### src/rtl/bsg_test_node_pkg.sv
// Shared ring-word layout, FSM state encoding and word builder for the test-node master.
package bsg_test_node_pkg;

  localparam int unsigned ring_id_width_gp      = 4;
  localparam int unsigned ring_pad_width_gp     = 11;
  localparam int unsigned ring_payload_width_gp = 64;
  localparam int unsigned ring_width_gp         = ring_id_width_gp + ring_pad_width_gp
                                                + ring_payload_width_gp;

  typedef struct packed {
    logic [ring_id_width_gp-1:0]      id;
    logic [ring_pad_width_gp-1:0]     pad;
    logic [ring_payload_width_gp-1:0] payload;
  } bsg_test_node_ring_s;

  typedef enum logic [2:0] {
    eIdle,
    eSend,
    eRecv,
    eDone,
    eErr
  } bsg_test_node_master_state_e;

  // Builds a well-formed ring word (pad always zero).
  function automatic bsg_test_node_ring_s bsg_test_node_make_word(
    input logic [ring_id_width_gp-1:0]      id,
    input logic [ring_payload_width_gp-1:0] payload
  );
    bsg_test_node_ring_s w;
    w.id      = id;
    w.pad     = '0;
    w.payload = payload;
    return w;
  endfunction

endpackage

### src/rtl/bsg_test_node_if.sv
// Ring link between the test-node master and one client.
interface bsg_test_node_if #(
  parameter int unsigned ring_width_p = bsg_test_node_pkg::ring_width_gp
);

  logic                    en_o;
  logic                    v_o;
  logic [ring_width_p-1:0] data_o;
  logic                    ready_i;
  logic                    v_i;
  logic [ring_width_p-1:0] data_i;
  logic                    yumi_o;

  modport master (
    output en_o, v_o, data_o, yumi_o,
    input  ready_i, v_i, data_i
  );

  modport slave (
    input  en_o, v_o, data_o, yumi_o,
    output ready_i, v_i, data_i
  );

endinterface

### src/rtl/bsg_test_node_reply_checker.sv
// Reply datapath: accepts replies, checks the header, counts them and folds payloads into a checksum.
module bsg_test_node_reply_checker
  import bsg_test_node_pkg::*;
#(
  parameter int unsigned client_id_p = 0,
  parameter int unsigned num_resp_p  = 4
) (
  input  logic                             clk_i,
  input  logic                             reset_n_i,
  input  logic                             clear_i,
  input  logic                             accept_en_i,
  input  logic                             v_i,
  input  bsg_test_node_ring_s              reply_i,
  output logic                             yumi_o,
  output logic                             full_c,
  output logic                             bad_c,
  output logic [ring_payload_width_gp-1:0] checksum_o
);

  localparam int unsigned resp_cnt_width_lp = $clog2(num_resp_p + 1);
  localparam logic [resp_cnt_width_lp-1:0] resp_target_lp = resp_cnt_width_lp'(num_resp_p);
  localparam logic [ring_id_width_gp-1:0]  client_id_lp   = ring_id_width_gp'(client_id_p);

  logic [resp_cnt_width_lp-1:0]     resp_cnt_q;
  logic [resp_cnt_width_lp-1:0]     resp_cnt_n;
  logic [ring_payload_width_gp-1:0] checksum_q;
  logic                             accept_c;
  logic                             excess_c;
  logic                             header_bad_c;

  // Accept/count/error decode; replies are always consumed so the client never stalls.
  always_comb begin
    accept_c     = v_i & accept_en_i;
    excess_c     = accept_c & (resp_cnt_q == resp_target_lp);
    header_bad_c = (reply_i.id != client_id_lp) | (reply_i.pad != '0);
    resp_cnt_n   = resp_cnt_q;
    if (accept_c & ~excess_c) begin
      resp_cnt_n = resp_cnt_q + resp_cnt_width_lp'(1);
    end
    bad_c  = accept_c & (header_bad_c | excess_c);
    full_c = (resp_cnt_n == resp_target_lp);
    yumi_o = v_i & reset_n_i;
  end

  // Reply count saturates at the target; excess replies still fold into the checksum.
  always_ff @(posedge clk_i or negedge reset_n_i) begin
    if (!reset_n_i) begin
      resp_cnt_q <= '0;
      checksum_q <= '0;
    end else if (clear_i) begin
      resp_cnt_q <= '0;
      checksum_q <= '0;
    end else if (accept_c) begin
      resp_cnt_q <= resp_cnt_n;
      checksum_q <= checksum_q ^ reply_i.payload;
    end
  end

  assign checksum_o = checksum_q;

endmodule

### src/rtl/bsg_test_node_master.sv
// Test-node ring initiator: streams a command burst, then collects and checks the replies.
module bsg_test_node_master
  import bsg_test_node_pkg::*;
#(
  parameter int unsigned ring_width_p = ring_width_gp,
  parameter int unsigned master_id_p  = 0,
  parameter int unsigned client_id_p  = 0,
  parameter int unsigned num_words_p  = 16,
  parameter int unsigned num_resp_p   = 4,
  parameter logic [63:0] seed_p       = 64'h1,
  parameter int unsigned timeout_p    = 4096
) (
  input  logic                             clk_i,
  input  logic                             reset_n_i,
  input  logic                             start_i,
  bsg_test_node_if.master                  link,
  output logic                             done_o,
  output logic                             error_o,
  output logic [ring_payload_width_gp-1:0] checksum_o
);

  localparam int unsigned word_cnt_width_lp = $clog2(num_words_p + 1);
  localparam int unsigned idle_cnt_width_lp = $clog2(timeout_p);
  localparam logic [word_cnt_width_lp-1:0] last_word_lp  = word_cnt_width_lp'(num_words_p - 1);
  localparam logic [idle_cnt_width_lp-1:0] idle_limit_lp = idle_cnt_width_lp'(timeout_p - 1);
  localparam logic [ring_id_width_gp-1:0]  master_id_lp  = ring_id_width_gp'(master_id_p);

  bsg_test_node_master_state_e state_q, state_n;

  logic [word_cnt_width_lp-1:0] word_cnt_q;
  logic [idle_cnt_width_lp-1:0] idle_cnt_q;
  bsg_test_node_ring_s          data_q;
  logic                         done_q;
  logic                         error_q;

  bsg_test_node_ring_s          reply_c;
  logic [ring_width_gp-1:0]     reply_bits_c;
  logic                         start_ok_c;
  logic                         xfer_c;
  logic                         last_xfer_c;
  logic                         accept_en_c;
  logic                         timeout_c;
  logic                         resp_full_c;
  logic                         reply_bad_c;

  assign reply_bits_c = ring_width_gp'(link.data_i);
  assign reply_c      = bsg_test_node_ring_s'(reply_bits_c);

  // Control decode shared by the FSM and the datapath registers.
  always_comb begin
    start_ok_c  = start_i & ((state_q == eIdle) | (state_q == eDone) | (state_q == eErr));
    xfer_c      = (state_q == eSend) & link.ready_i;
    last_xfer_c = xfer_c & (word_cnt_q == last_word_lp);
    accept_en_c = (state_q == eSend) | (state_q == eRecv);
    timeout_c   = (state_q == eRecv) & ~link.v_i & ~resp_full_c & (idle_cnt_q == idle_limit_lp);
  end

  // State register.
  always_ff @(posedge clk_i or negedge reset_n_i) begin
    if (!reset_n_i) begin
      state_q <= eIdle;
    end else begin
      state_q <= state_n;
    end
  end

  // Next-state logic; reply completion wins over timeout.
  always_comb begin
    state_n = state_q;
    case (state_q)
      eIdle, eDone, eErr: if (start_i) state_n = eSend;
      eSend:              if (last_xfer_c) state_n = eRecv;
      eRecv: begin
        if (resp_full_c) begin
          state_n = eDone;
        end else if (timeout_c) begin
          state_n = eErr;
        end
      end
      default:            state_n = eIdle;
    endcase
  end

  // Link control outputs decoded from the registered state.
  always_comb begin
    link.en_o = 1'b0;
    link.v_o  = 1'b0;
    case (state_q)
      eSend: begin
        link.en_o = 1'b1;
        link.v_o  = 1'b1;
      end
      eRecv:   link.en_o = 1'b1;
      default: ;
    endcase
  end

  // Word generator, idle timer and sticky status flags.
  always_ff @(posedge clk_i or negedge reset_n_i) begin
    if (!reset_n_i) begin
      word_cnt_q <= '0;
      idle_cnt_q <= '0;
      data_q     <= '0;
      done_q     <= 1'b0;
      error_q    <= 1'b0;
    end else if (start_ok_c) begin
      word_cnt_q <= '0;
      idle_cnt_q <= '0;
      data_q     <= bsg_test_node_make_word(master_id_lp, seed_p);
      done_q     <= 1'b0;
      error_q    <= 1'b0;
    end else begin
      if (xfer_c) begin
        word_cnt_q     <= word_cnt_q + word_cnt_width_lp'(1);
        data_q.payload <= data_q.payload + ring_payload_width_gp'(1);
      end
      if (state_q == eRecv) begin
        idle_cnt_q <= link.v_i ? '0 : idle_cnt_q + idle_cnt_width_lp'(1);
      end
      if (reply_bad_c | timeout_c) begin
        error_q <= 1'b1;
      end
      if ((state_q == eRecv) & resp_full_c) begin
        done_q <= ~(error_q | reply_bad_c);
      end
    end
  end

  bsg_test_node_reply_checker #(
    .client_id_p (client_id_p),
    .num_resp_p  (num_resp_p)
  ) reply_checker (
    .clk_i       (clk_i),
    .reset_n_i   (reset_n_i),
    .clear_i     (start_ok_c),
    .accept_en_i (accept_en_c),
    .v_i         (link.v_i),
    .reply_i     (reply_c),
    .yumi_o      (link.yumi_o),
    .full_c      (resp_full_c),
    .bad_c       (reply_bad_c),
    .checksum_o  (checksum_o)
  );

  assign link.data_o = ring_width_p'(data_q);
  assign done_o      = done_q;
  assign error_o     = error_q;

endmodule

### src/flat_wrapper.sv
// flat-port wrapper written by rule: the top's interface ports become plain ports
module bsg_test_node_master_flat import bsg_test_node_pkg::*;
#(
  parameter int unsigned ring_width_p = ring_width_gp,
  parameter int unsigned master_id_p  = 0,
  parameter int unsigned client_id_p  = 0,
  parameter int unsigned num_words_p  = 16,
  parameter int unsigned num_resp_p   = 4,
  parameter logic [63:0] seed_p       = 64'h1,
  parameter int unsigned timeout_p    = 4096
)
  (clk_i, reset_n_i, start_i, done_o, error_o, checksum_o, link_en_o, link_v_o, link_data_o, link_yumi_o, link_ready_i, link_v_i, link_data_i);
  bsg_test_node_if #(.ring_width_p(ring_width_p)) link_i ();
  input  logic clk_i;
  input  logic reset_n_i;
  input  logic start_i;
  output logic done_o;
  output logic error_o;
  output logic [ring_payload_width_gp-1:0] checksum_o;
  output wire logic [$bits(link_i.en_o)-1:0] link_en_o;
  output wire logic [$bits(link_i.v_o)-1:0] link_v_o;
  output wire logic [$bits(link_i.data_o)-1:0] link_data_o;
  output wire logic [$bits(link_i.yumi_o)-1:0] link_yumi_o;
  input wire logic [$bits(link_i.ready_i)-1:0] link_ready_i;
  input wire logic [$bits(link_i.v_i)-1:0] link_v_i;
  input wire logic [$bits(link_i.data_i)-1:0] link_data_i;
  assign link_en_o = link_i.en_o;
  assign link_v_o = link_i.v_o;
  assign link_data_o = link_i.data_o;
  assign link_yumi_o = link_i.yumi_o;
  assign link_i.ready_i = link_ready_i;
  assign link_i.v_i = link_v_i;
  assign link_i.data_i = link_data_i;
  bsg_test_node_master #(.ring_width_p(ring_width_p), .master_id_p(master_id_p), .client_id_p(client_id_p), .num_words_p(num_words_p), .num_resp_p(num_resp_p), .seed_p(seed_p), .timeout_p(timeout_p)) u_core (.clk_i(clk_i), .reset_n_i(reset_n_i), .start_i(start_i), .link(link_i), .done_o(done_o), .error_o(error_o), .checksum_o(checksum_o));
endmodule
### config.mk
export PLATFORM = sky130hd
export DESIGN_NAME = bsg_test_node_master_flat
export DESIGN_NICKNAME = d
export VERILOG_FILES = /design/src/rtl/bsg_test_node_pkg.sv /design/src/rtl/bsg_test_node_if.sv /design/src/rtl/bsg_test_node_reply_checker.sv /design/src/rtl/bsg_test_node_master.sv /design/src/flat_wrapper.sv
export SDC_FILE = /design/constraint.sdc
export NUM_CORES = 1
export LEC_CHECK = 0
export CORE_MARGIN = 5
export CORE_UTILIZATION = 25
export CTS_CLUSTER_SIZE = 14
export DETAILED_ROUTE_END_ITERATION = 16
export PLACE_DENSITY = 0.49
export RECOVER_POWER = 100
export SETUP_SLACK_MARGIN = 0.05
export SYNTH_ARGS = -nofsm -noshare
export SYNTH_HDL_FRONTEND = slang
export SYNTH_SLANG_ARGS = --single-unit
export TNS_END_PERCENT = 100
### constraint.sdc
create_clock -name clk_i -period 4.8 [get_ports clk_i]
set_clock_uncertainty 0.1 [all_clocks]
set_input_delay 1.2 -clock clk_i [delete_from_list [all_inputs] [get_ports clk_i]]
set_output_delay 1.2 -clock clk_i [all_outputs]
set_load 0.02 [all_outputs]
Yosys cells after proc, flatten, opt, wreduce, memory -nomap -nowiden

Index checks and enable logic that the tools add are counted.

Bits in latches: 0
ROM bits: 0
Register bits after elaboration: 153
Bits of input ports: 84
RAM bits: 0
Output and inout bits: 148
Memories kept: 0

Shifts and indexed selects: 0
Div/mod/pow operators: 0
Bitwise gates (word level): 24
$mul: 0
Add/sub/neg operators: 4
Mux-type cells: 23
Equality and inequality tests: 11
Reductions and logical operators: 11
Magnitude comparators: 0

Operators by type and width:

| cell                                                   | number |
|---|---|
| 2-to-1 mux 64 bit                                      | 4 |
| adder 64 x 1 -> 64 bit (second input constant)         | 1 |
| XOR 64 bit                                             | 1 |
| 2-to-1 mux 12 bit                                      | 3 |
| 2-to-1 mux 3 bit                                       | 7 |
| adder 12 x 1 -> 12 bit (second input constant)         | 1 |
| bitwise AND 1 bit                                      | 12 |
| equality test 12 bit (second input constant)           | 1 |
| nonzero test 11 bit                                    | 1 |
| 2-to-1 mux 5 bit                                       | 2 |
| nonzero test 2 bit                                     | 5 |
| equality test 3 bit (second input constant)            | 3 |
| case mux 3 bit (3 select lines)                        | 1 |
| bitwise OR 1 bit                                       | 7 |
| equality test 3 x 2 -> 1 bit (second input constant)   | 2 |
| 2-to-1 mux 1 bit                                       | 6 |
| adder 5 x 1 -> 5 bit (second input constant)           | 1 |
| equality test 5 x 4 -> 1 bit (second input constant)   | 1 |
| inverter 1 bit                                         | 4 |
| nonzero test 4 bit                                     | 1 |
| adder 3 x 1 -> 3 bit (second input constant)           | 1 |
| equality test 3 x 1 -> 1 bit (second input constant)   | 1 |
| logical NOT 3 bit                                      | 1 |
| inequality test 3 x 1 -> 1 bit (second input constant) | 1 |
| other kinds (5)                                        | 5 |

Longest topological paths before layout

Depth in word-level cells: 14
Gate-level depth with buffers: 8

Modules after synthesis

Synthesis repeated with hierarchy kept, for this count alone.

Cells, all modules: 827
Area total of the unflattened synthesis: 7796.2 um^2

Modules (own cells, without submodules):

| module                      | times used | area an instance (um^2) | cells each | sequential area each (um^2) |
|---|---|---|---|---|
| bsg_test_node_master        | 1          | 4713.3                  | 519        | 2152.1 |
| bsg_test_node_reply_checker | 1          | 3083.0                  | 308        | 1676.6 |

Least setup slack after synthesis

No wires, ideal clock.

Kind: input -> output
Start: input port reset_n_i
End: output port link_yumi_o
Stages on the path: 1
Setup slack: 2.084 ns
Arrival: 1.416 ns
Data required time: 3.500 ns
Cells stage by stage: and2_1

Word-level cells in the longest chain between the ends: 1

Ends and longest elaborated chain:

| element            | RTL line                          | source |
|---|---|---|
| start: declaration | flat_wrapper.sv:15                | `input logic reset_n_i;` |
| bitwise AND 1 bit  | bsg_test_node_reply_checker.sv:42 | `yumi_o = v_i & reset_n_i;` |
| end: declaration   | flat_wrapper.sv:23                | `output wire logic [$bits(link_i.yumi_o)-1:0] link_yumi_o;` |

No other way between the ends.

Final worst setup path

Start: input port link_ready_i
End: register u_core.data_q, in the netlist u_core.link.data_o[62]

Word-level cells in the longest chain between the ends: 2

Ends and longest elaborated chain:

| element                             | RTL line                    | source |
|---|---|---|
| start: declaration                  | flat_wrapper.sv:24          | `input wire logic [$bits(link_i.ready_i)-1:0] link_ready_i;` |
| bitwise AND 1 bit                   | bsg_test_node_master.sv:52  | `xfer_c = (state_q == eSend) & link.ready_i;` |
| nonzero test 2 bit (no source line) | n/a                         |  |
| end signal: assignment              | bsg_test_node_master.sv:109 | `data_q <= bsg_test_node_make_word(master_id_lp, seed_p);` |
| end: declaration                    | bsg_test_node_master.sv:32  | `bsg_test_node_ring_s data_q;` |

No other way between the ends.
A chain may end at the register's enable or synchronous reset.

==> flow_summary.json <==
{
  "worst-path-buf-inv": 1,
  "drive_gt1_share_pct": 5.52,
  "syn-cell-area_sq_um": 7810,
  "synthArstFlopShare_pct": 100,
  "root_buffer": "clkbuf_16",
  "crit_path_max_incr_delay_ns": 1.15,
  "cts.path.max_buffers": 2,
  "setup_tns_ns": 0,
  "power.static_leakage_nw": 4.86,
  "start_util_pct": 25.4,
  "violations": "max-capacitance violations, max-slew violations",
  "htree_levels": 4,
  "clock_latency_ns": 0.42,
  "crit_type": "in2reg",
  "diodes": 0,
  "synth-edff-count": 0,
  "cp_top_family": "simple AND/OR/NAND/NOR gates",
  "die_h_microns": 187,
  "track_usage_pct": 13.1,
  "fin_util_pct": 35.1,
  "r2r-start": "u_core.state_q[1]",
  "design.portCount": 232,
  "cts_resized": 0,
  "final.period_utilization_pct": 84.8,
  "rsz0062_at_grt": "no",
  "tightestPinTransition_ns": 2.83,
  "power.total_mw": 4.67,
  "cts_tree": "built",
  "design_area_sq_um": 10800,
  "ir_worst_vdd_mv": 0.276,
  "cts_hold_buf": 0,
  "crit_path_cell_trace": "dlygate4sd3_1 -> nand4bb_4 -> nor2_1 -> nand3_1 -> or4_1 -> a21oi_1",
  "nFillCells": 3157,
  "synth_ff_type": "dfrtp_1",
  "holdCritStartpoint": "u_core.idle_cnt_q[11]",
  "core_area_sq_um": 30700,
  "start_kind": "primary input",
  "num-nets-final": 1109,
  "fmaxAchievable_mhz": 246,
  "synthDistinctLibCells": 60,
  "p_per_area_nw_per_um2": 433,
  "ant_nets": 0,
  "routabilityCongestion": 0.738,
  "final_common_cell": "dfrtp_1",
  "max_slew_margin_pct": -88.7,
  "setup_viol": 0,
  "wl_mm": 23.0,
  "synth-seq-cells": 153,
  "synth-seq-area-share_pct": 49.0,
  "vias": 6583,
  "dieArea_sq_um": 34900,
  "worstPathArrival_ns": 4.28,
  "hold_violations": 0,
  "status": "finished with violations",
  "grt_max_degree": 71,
  "postCtsSetupBuffers": 0,
  "dpl-instance-area_sq_um": 10300,
  "die-width_microns": 187,
  "worst_ep_required_time_ns": 5.01,
  "syn_inst": 819,
  "drcViolationCount": 0,
  "antenna_found_initial": 1,
  "dpl.hpwl_mm": 16.0,
  "overflow": 0,
  "port_buffers": 216,
  "grt_pass1_wl_mm": 37.8,
  "area_delta_synth_final_pct": 38.2,
  "clk_pin_slew_ns": 0.08,
  "drv_cap": 4,
  "fin_crit_ns": 4.07,
  "hold_path_class": "reg2reg",
  "wire_per_inst_microns": 16.1,
  "cp_slowest_cell": "nor2_1",
  "drv_slew": 180,
  "startpoint": "link_ready_i",
  "rows": 64,
  "cts_buffers": 17,
  "first_iter_violations": 351,
  "end_kind": "flip-flop",
  "cts.sinks": 153,
  "via_per_inst": 4.61,
  "first_pass_iters": 4,
  "final_cell_mix": "dfrtp_1 (153), dlygate4sd3_1 (136), nor2_1 (116)",
  "cp_max_fo": 17,
  "ys_warn_count": 0,
  "synth.avg_cell_area_sq_um": 9.53,
  "grt_pass1_vias": 6618
}
[final cells by class]
class / count / area [sq um] / area share (%)
sequential: 153 / 3830 / 35.5
timing repair buffer: 223 / 2200 / 20.4
inverter: 11 / 41.3 / 0.383
clock inverter: 14 / 133 / 1.23
tap: 396 / 495 / 4.59
multi-input combinational: 613 / 3660 / 34.0
clock buffer: 18 / 429 / 3.98
[logic make-up (layout without fill, tap and decap cells)]
family,Yosys count,in the layout,share of synthesized area [%]
AND/OR/NAND/NOR,375,375,24.9
flip-flops,153,153,49.0
AO/OA/AOI/OAI,118,118,9.50
XOR/XNOR,98,98,11.0
buffers and inverters,67,266,4.44
adder cells (fa/ha/maj),6,6,0.961
other,1,15,0.0480
multiplexers,1,1,0.144
[routing by layer]
layer  track usage, %  up-vias  part of all wire [%]
li1                 -     3222                     -
met1             17.4     3185                    44
met2             21.3      165                    48
met3             4.50       11                   7.2
met4             2.13        0                  0.86
met5                0        -                     0
[state kept, by name (all words and copies together) (netlist names)]
| signal | cells |
|---|---|
| u_core.link.data_o | 64 |
| u_core.reply_checker.resp_cnt_q | 3 |
| u_core.error_o | 1 |
| u_core.word_cnt_q | 5 |
| u_core.idle_cnt_q | 12 |
| u_core.reply_checker.checksum_o | 64 |
| u_core.state_q | 3 |
| u_core.done_o | 1 |
[power by group]
part | internal, mW | switching, mW | leakage (nW) | total, mW
clock network | 0.686 | 0.625 | 0.263 | 1.31
registers | 1.54 | 0.198 | 2.06 | 1.74
logic | 0.654 | 0.972 | 2.54 | 1.63
total | 2.88 | 1.80 | 4.86 | 4.67
[cell usage after synthesis (2+ instances only)]
cell,n,area share (%)
clkbuf_1,17,0.82
nor4_1,5,0.40
o311ai_0,2,0.22
nor2b_1,4,0.32
xnor2_1,7,0.79
xor2_1,91,10
nand4_1,27,2.2
a31oi_1,5,0.40
buf_2,10,0.64
or3_1,7,0.56
buf_1,8,0.38
buf_4,20,1.9
nor2_1,115,5.5
a21oi_1,43,2.8
nand4b_1,5,0.56
a211oi_1,2,0.19
a22o_1,2,0.22
o31ai_1,22,2.1
nand2_1,105,5.0
nand4_2,3,0.48
ha_1,6,0.96
nor3_1,2,0.13
a31o_2,6,0.67
or4_1,21,2.0
inv_1,11,0.53
and2_1,8,0.64
and3_1,20,1.6
dfrtp_1,153,49
nand2b_1,3,0.24
o41ai_1,6,0.67
nand3_1,25,1.6
and4_1,9,1.0
o21ai_0,22,1.4
[path summary, 6_finish.rpt]
kind / depth (start not counted) / slack (ns) / to
worst max-delay path: 6 / 0.73 / u_core.link.data_o[62]
worst min-delay path: 1 / 0.39 / u_core.idle_cnt_q[11]
worst max register to register: 5 / 1.40 / u_core.link.data_o[62]
worst min register to register: 1 / 0.39 / u_core.idle_cnt_q[11]
max in group asynchronous: 2 / 1.23 / u_core.link.data_o[44]
min in group asynchronous: 2 / 1.21 / u_core.state_q[0]
[through the flow]
step	cells	worst slack, ns	hold slack, ns
3_5_place_dp	1396	0.976	0.381
4_1_cts	1428	0.979	0.391
2_1_floorplan	833	2.08	0.342
5_1_grt	1428	0.486	0.418
3_3_place_gp	1396	1.02	0.361
6_report	1428	0.731	0.388
Note: power is estimated with default switching activity, not from simulation.
